## config.mk

```make
export PLATFORM = sky130hd
export DESIGN_NAME = inst_image_encoder_flat
export DESIGN_NICKNAME = d
export VERILOG_FILES = /design/src/rtl/inst_image_encoder_if.sv /design/src/rtl/inst_image_encoder.sv /design/src/flat_wrapper.sv
export SDC_FILE = /design/constraint.sdc
export NUM_CORES = 1
export LEC_CHECK = 0
export CAP_MARGIN = 25
export CORE_ASPECT_RATIO = 0.7
export CORE_UTILIZATION = 47
export DETAILED_ROUTE_END_ITERATION = 16
export MAX_ROUTING_LAYER = met4
export PLACE_DENSITY = 0.87
export RECOVER_POWER = 100
export SLEW_MARGIN = 20
export SYNTH_ARGS = -nofsm -noshare
export SYNTH_HDL_FRONTEND = slang
export SYNTH_SLANG_ARGS = --single-unit
```

## constraint.sdc

```tcl
create_clock -name clk -period 2.05 [get_ports clk]
set_input_delay 0.3075 -clock clk [delete_from_list [all_inputs] [get_ports clk]]
set_output_delay 0.3075 -clock clk [all_outputs]
set_load 0.01 [all_outputs]
```

## src/rtl/inst_image_encoder_if.sv

```systemverilog
// Request/write bundle for inst_image_encoder: symbolic instruction requests in,
// instruction-memory write strobes out.
interface inst_image_encoder_if;
    logic        req_valid;
    logic        req_ready;
    logic [2:0]  req_kind;
    logic [2:0]  req_funct3;
    logic [6:0]  req_funct7;
    logic [4:0]  req_rd;
    logic [4:0]  req_rs1;
    logic [4:0]  req_rs2;
    logic [31:0] req_imm;
    logic        req_last;
    logic        mem_wr_en;
    logic [31:0] mem_addr;
    logic [31:0] mem_wr_data;

    modport master (
        output req_valid, req_kind, req_funct3, req_funct7, req_rd, req_rs1, req_rs2,
               req_imm, req_last,
        input  req_ready, mem_wr_en, mem_addr, mem_wr_data
    );

    modport slave (
        input  req_valid, req_kind, req_funct3, req_funct7, req_rd, req_rs1, req_rs2,
               req_imm, req_last,
        output req_ready, mem_wr_en, mem_addr, mem_wr_data
    );
endinterface

```

## src/rtl/inst_image_encoder.sv

```systemverilog
// Packs symbolic RV32I requests into instruction words and writes them sequentially
// from BASE_ADDR. Define ENCODER_IMM_CHECK_EN to add the immediate range check and imm_err.
module inst_image_encoder #(
    parameter int          ADDR_WIDTH = 10,
    parameter logic [31:0] BASE_ADDR  = 32'h0
) (
    input  logic                  clk,
    input  logic                  reset,
    inst_image_encoder_if.slave   bus,
    output logic [ADDR_WIDTH:0]   inst_count,
    output logic                  done,
    output logic                  overflow
`ifdef ENCODER_IMM_CHECK_EN
    ,
    output logic                  imm_err
`endif
);
    localparam int CW    = ADDR_WIDTH + 1;
    localparam int DEPTH = 1 << ADDR_WIDTH;
    localparam logic [ADDR_WIDTH:0] LAST_SLOT = CW'(DEPTH - 1);

    localparam logic [2:0] KIND_R      = 3'd0;
    localparam logic [2:0] KIND_I      = 3'd1;
    localparam logic [2:0] KIND_LOAD   = 3'd2;
    localparam logic [2:0] KIND_STORE  = 3'd3;
    localparam logic [2:0] KIND_BRANCH = 3'd4;
    localparam logic [2:0] KIND_JAL    = 3'd5;
    localparam logic [2:0] KIND_JALR   = 3'd6;

    localparam logic [6:0] OP_R      = 7'b0110011;
    localparam logic [6:0] OP_I      = 7'b0010011;
    localparam logic [6:0] OP_LOAD   = 7'b0000011;
    localparam logic [6:0] OP_STORE  = 7'b0100011;
    localparam logic [6:0] OP_BRANCH = 7'b1100011;
    localparam logic [6:0] OP_JAL    = 7'b1101111;
    localparam logic [6:0] OP_JALR   = 7'b1100111;
    localparam logic [31:0] ECALL_WORD = 32'h00000073;

    typedef enum logic [1:0] {ACCEPT, WRITE, DONE, FULL} state_t;

    state_t      state;
    logic [31:0] next_addr;
    logic        last_q;
    logic [31:0] enc_word;
    logic [31:0] imm;
    logic        handshake;
    logic        unused_imm_bits;

    assign imm             = bus.req_imm;
    assign handshake       = bus.req_valid && bus.req_ready;
    assign unused_imm_bits = ^imm[31:21];

    // Shift immediates (funct3 001/101) carry funct7 in the upper immediate bits.
    always_comb begin
        enc_word = ECALL_WORD;
        case (bus.req_kind)
            KIND_R:      enc_word = {bus.req_funct7, bus.req_rs2, bus.req_rs1, bus.req_funct3,
                                     bus.req_rd, OP_R};
            KIND_I: begin
                if (bus.req_funct3 == 3'b001 || bus.req_funct3 == 3'b101)
                    enc_word = {bus.req_funct7, imm[4:0], bus.req_rs1, bus.req_funct3,
                                bus.req_rd, OP_I};
                else
                    enc_word = {imm[11:0], bus.req_rs1, bus.req_funct3, bus.req_rd, OP_I};
            end
            KIND_LOAD:   enc_word = {imm[11:0], bus.req_rs1, 3'b010, bus.req_rd, OP_LOAD};
            KIND_STORE:  enc_word = {imm[11:5], bus.req_rs2, bus.req_rs1, 3'b010, imm[4:0],
                                     OP_STORE};
            KIND_BRANCH: enc_word = {imm[12], imm[10:5], bus.req_rs2, bus.req_rs1,
                                     bus.req_funct3, imm[4:1], imm[11], OP_BRANCH};
            KIND_JAL:    enc_word = {imm[20], imm[10:1], imm[11], imm[19:12], bus.req_rd, OP_JAL};
            KIND_JALR:   enc_word = {imm[11:0], bus.req_rs1, 3'b000, bus.req_rd, OP_JALR};
            default:     enc_word = ECALL_WORD;
        endcase
    end

`ifdef ENCODER_IMM_CHECK_EN
    logic signed [31:0] simm;
    logic               imm_bad;
    assign simm = bus.req_imm;

    always_comb begin
        imm_bad = 1'b0;
        case (bus.req_kind)
            KIND_I, KIND_LOAD, KIND_STORE, KIND_JALR:
                imm_bad = (simm < -2048) || (simm > 2047);
            KIND_BRANCH:
                imm_bad = (simm < -4096) || (simm > 4094) || imm[0];
            KIND_JAL:
                imm_bad = (simm < -1048576) || (simm > 1048574) || imm[0];
            default: imm_bad = 1'b0;
        endcase
    end
`endif

    // A rejected immediate consumes the request without touching address or count.
    always_ff @(posedge clk) begin
        if (reset) begin
            state           <= ACCEPT;
            bus.req_ready   <= 1'b0;
            bus.mem_wr_en   <= 1'b0;
            bus.mem_addr    <= '0;
            bus.mem_wr_data <= '0;
            next_addr       <= BASE_ADDR;
            inst_count      <= '0;
            done            <= 1'b0;
            overflow        <= 1'b0;
            last_q          <= 1'b0;
`ifdef ENCODER_IMM_CHECK_EN
            imm_err         <= 1'b0;
`endif
        end else begin
            bus.mem_wr_en <= 1'b0;
`ifdef ENCODER_IMM_CHECK_EN
            imm_err       <= 1'b0;
`endif
            case (state)
                ACCEPT: begin
                    if (handshake) begin
                        last_q        <= bus.req_last;
                        bus.req_ready <= 1'b0;
`ifdef ENCODER_IMM_CHECK_EN
                        if (imm_bad) begin
                            imm_err <= 1'b1;
                            if (bus.req_last) begin
                                state <= DONE;
                                done  <= 1'b1;
                            end else begin
                                bus.req_ready <= 1'b1;
                            end
                        end else begin
`else
                        begin
`endif
                            state           <= WRITE;
                            bus.mem_wr_en   <= 1'b1;
                            bus.mem_addr    <= next_addr;
                            bus.mem_wr_data <= enc_word;
                        end
                    end else begin
                        bus.req_ready <= 1'b1;
                    end
                end
                WRITE: begin
                    next_addr  <= next_addr + 32'd4;
                    inst_count <= inst_count + 1'b1;
                    if (last_q) begin
                        state <= DONE;
                        done  <= 1'b1;
                    end else if (inst_count == LAST_SLOT) begin
                        state    <= FULL;
                        overflow <= 1'b1;
                    end else begin
                        state         <= ACCEPT;
                        bus.req_ready <= 1'b1;
                    end
                end
                DONE:    bus.req_ready <= 1'b0;
                FULL:    bus.req_ready <= 1'b0;
                default: state <= ACCEPT;
            endcase
        end
    end
endmodule
```

## src/flat_wrapper.sv

```systemverilog
// flat-port wrapper written by rule: the top's interface ports become plain ports
module inst_image_encoder_flat 
#(
    parameter int          ADDR_WIDTH = 10,
    parameter logic [31:0] BASE_ADDR  = 32'h0
)
  (clk, reset, inst_count, done, overflow, bus_req_valid, bus_req_kind, bus_req_funct3, bus_req_funct7, bus_req_rd, bus_req_rs1, bus_req_rs2, bus_req_imm, bus_req_last, bus_req_ready, bus_mem_wr_en, bus_mem_addr, bus_mem_wr_data);
  inst_image_encoder_if bus_i ();
  input  logic clk;
  input  logic reset;
  output logic [ADDR_WIDTH:0] inst_count;
  output logic done;
  output logic overflow;
  input wire logic [$bits(bus_i.req_valid)-1:0] bus_req_valid;
  input wire logic [$bits(bus_i.req_kind)-1:0] bus_req_kind;
  input wire logic [$bits(bus_i.req_funct3)-1:0] bus_req_funct3;
  input wire logic [$bits(bus_i.req_funct7)-1:0] bus_req_funct7;
  input wire logic [$bits(bus_i.req_rd)-1:0] bus_req_rd;
  input wire logic [$bits(bus_i.req_rs1)-1:0] bus_req_rs1;
  input wire logic [$bits(bus_i.req_rs2)-1:0] bus_req_rs2;
  input wire logic [$bits(bus_i.req_imm)-1:0] bus_req_imm;
  input wire logic [$bits(bus_i.req_last)-1:0] bus_req_last;
  output wire logic [$bits(bus_i.req_ready)-1:0] bus_req_ready;
  output wire logic [$bits(bus_i.mem_wr_en)-1:0] bus_mem_wr_en;
  output wire logic [$bits(bus_i.mem_addr)-1:0] bus_mem_addr;
  output wire logic [$bits(bus_i.mem_wr_data)-1:0] bus_mem_wr_data;
  assign bus_i.req_valid = bus_req_valid;
  assign bus_i.req_kind = bus_req_kind;
  assign bus_i.req_funct3 = bus_req_funct3;
  assign bus_i.req_funct7 = bus_req_funct7;
  assign bus_i.req_rd = bus_req_rd;
  assign bus_i.req_rs1 = bus_req_rs1;
  assign bus_i.req_rs2 = bus_req_rs2;
  assign bus_i.req_imm = bus_req_imm;
  assign bus_i.req_last = bus_req_last;
  assign bus_req_ready = bus_i.req_ready;
  assign bus_mem_wr_en = bus_i.mem_wr_en;
  assign bus_mem_addr = bus_i.mem_addr;
  assign bus_mem_wr_data = bus_i.mem_wr_data;
  inst_image_encoder #(.ADDR_WIDTH(ADDR_WIDTH), .BASE_ADDR(BASE_ADDR)) u_core (.clk(clk), .reset(reset), .bus(bus_i), .inst_count(inst_count), .done(done), .overflow(overflow));
endmodule
```

==> impl_results.md <==
* Status: finished, final reports clean
* Die area at 0.01067 sq mm
* H-tree depth reported by CTS at 3
* Congestion Overflow GR at 0
* Overall Power at 4408 uW
* Iteration-0 DRC Markers at 263
* Critical Path AT at 2.08 ns
* Tcrit/Tclk final at 89.69%
* PD cells at 673.4 mW/mm^2
* Synth Instances at 569
* Yosys top cell area share at 45.28%
* Antenna diode count at 0
* Asr flop ratio synth at 0%
* Number of iterations in the first detailed-routing pass at 5
* DP HPWL at 9235 um
* Clock buffer depth at 2
* Most numerous cell in the Yosys netlist: dfxtp_1
* Final instance area at 0.006546 sq mm
* Crit Path Max Fanout at 25
* Clock latency at the later pin of the worst-skew pair at 0.35 ns
* Post-cts sizing count at 0
* Most frequent cells after synthesis: dfxtp_1, nand2_1, a21oi_1
* Routability cong. at 0.8400
* Max-capacitance violation count at 0
* Routed vias/inst at 5.576
* Placed inst area at 0.006320 sq mm
* CP peak stage delay at 0.40 ns
* Synth Warn # at 0
* Slew margin rel. at 50.05%
* Initial Utilization at 49.01%
* Die Y at 86.73 um
* EDFF count, synth at 0
* Fmax at 543.9 MHz
* Global Route Usage Sum at 25.66%
* Critical-path top delay cell: dfxtp_1
* Yosys cell types at 52
* Number of global-route vias before repair at 4471
* Crit. End Element: flop
* Flops & latches, synth at 109
* Layout cells sized above 1 at 6.906%
* Peak VDD IR at 0.3994 mV
* Synthesized area per cell at 8.470 sq um
* Static Leak at 0.002497 uW
* Cell Area, Synth at 0.004820 sq mm
* # clock sinks at 109
* Worst Skew at 0.007812 ns
* Area grow syn2layout at 35.83%
* CTS buffer count at 9
* CP required at 2.29 ns
* Final setup fails at 0
* Port buffer count at 129
* Buffers inserted by post-CTS timing repair at 0
* Routed WL at 12690 um
* Core ar. at 0.009834 sq mm
* FILL cells at 799
* Ranking of synthesized cells by area: dfxtp_1, nand2_1, a21oi_1
* DRC at 0
* Worst hold path class: in -> reg
* Fin. max-slew vios at 0
* Synth area leader: dfxtp_1
* Worst-Margin Slew at 0.7436 ns
* Hold-fix buffers at CTS at 0
* Top Ports at 143
* Unrepaired setup endpoints after global routing: false
* Post-synthesis sequential area ratio at 45.28%
* NumNets Final at 756
* Initial antenna violation count at 0
* Crit start category: flop
* Wire per inst at 15.42 um
* Rows at 30
* Hold Violations, Final at 0
* Clock-pin slew on the worst setup and hold paths at 0.07 ns
* Die width at 123.0 um
* Vias at 4589
* Worst setup path class: reg -> reg
* Clk root buf: clkbuf_16
* Post-route ant nets at 0
* Largest net degree at the start of global routing at 45
* Min Tclk post-route at 1.839 ns
* Cell Chain, Critical Path: and4_4 > nand4_4 > nor4_1 > mux2_2
* Top_reg_cell synth: dfxtp_1
* CTS tree: built
* First-pass GRT wire length at 21040 um
state kept, by name (all words and copies together) (netlist names):
| signal | flops |
|---|---|
| u_core.overflow | 1 |
| u_core.bus.req_ready | 1 |
| u_core.inst_count | 11 |
| u_core.state | 2 |
| u_core.bus.mem_wr_en | 1 |
| u_core.next_addr | 30 |
| u_core.bus.mem_addr | 30 |
| u_core.bus.mem_wr_data | 31 |
| u_core.done | 1 |
| u_core.last_q | 1 |
placed cells by master (no fill, tap or decap), types with 11 or more instances in the layout:
cell	n
dfxtp_1	109
nand2_1	94
dlygate4sd3_1	77
a21oi_1	69
clkdlybuf4s50_1	51
nor2_1	45
nor3_1	15
mux2i_1	15
buf_4	14
nand3_1	13
o31ai_1	11
or4_1	11
power by group:
group          internal (uW)  switching, uW
Sequential              2160           34.1
Combinational            251            255
Clock                    953            751
Total                   3370           1040
final timing paths:
path / from / to / slack [ns] / depth (start not counted)
worst max-delay path: u_core.next_addr[9] / u_core.next_addr[31] / 0.21 / 4
worst min-delay path: reset / u_core.bus.mem_wr_data[1] / 0.40 / 2
worst max register to register: u_core.next_addr[9] / u_core.next_addr[31] / 0.21 / 4
worst min register to register: u_core.bus.mem_addr[7] / u_core.bus.mem_addr[7] / 0.45 / 2
per-stage QoR:
stage               std cells  hold WS [ns]  worst slack, ns  util (%)  setup TNS, ns
finish                    823        0.4044           0.2113     66.56              0
global route              823        0.4234          0.03867     66.56              0
CTS                       823        0.3976           0.1786     67.29              0
detailed placement        807        0.4484        -0.003142     64.26      -0.003142
global placement          807        0.4426          0.07688     64.26              0
floorplan                 570        0.4407           0.3652         -              0
per-layer routing:
| metal | wire, um | track usage [%] |
|---|---|---|
| met5 | 0 | - |
| met4 | 233 | 7.010 |
| met3 | 550 | 7.368 |
| met2 | 6054 | 40.60 |
| met1 | 5854 | 32.01 |
critical path: cells and delay by family, from the launching register on:
kind	cells	cell delay, ns
multiplexers	1	0.37
AND/OR/NAND/NOR	3	0.96
flip-flops	1	0.40
cell type report:
class	instances	area [sq um]	share of cell area [%]
multi-input cells	410	2410	36.81
flip-flops and latches	109	2182	33.33
repair buffers	155	1478	22.57
clock buffers	13	280.3	4.281
well taps	128	160.2	2.446
inverters	5	18.77	0.2867
clock inverters	3	17.52	0.2676
kinds of logic (layout without fill, tap and decap cells):
family	Yosys count	count (layout)	share of synthesized area (%)
AO/OA/AOI/OAI	132	132	17.50
XOR/XNOR	19	19	3.453
adder cells (fa/ha/maj)	2	2	0.5191
buffers and inverters	51	176	4.699
flip-flops	109	109	45.28
multiplexers	21	21	4.517
other	1	2	0.07781
AND/OR/NAND/NOR	234	234	23.96
Power figures use the tool's default switching activity.
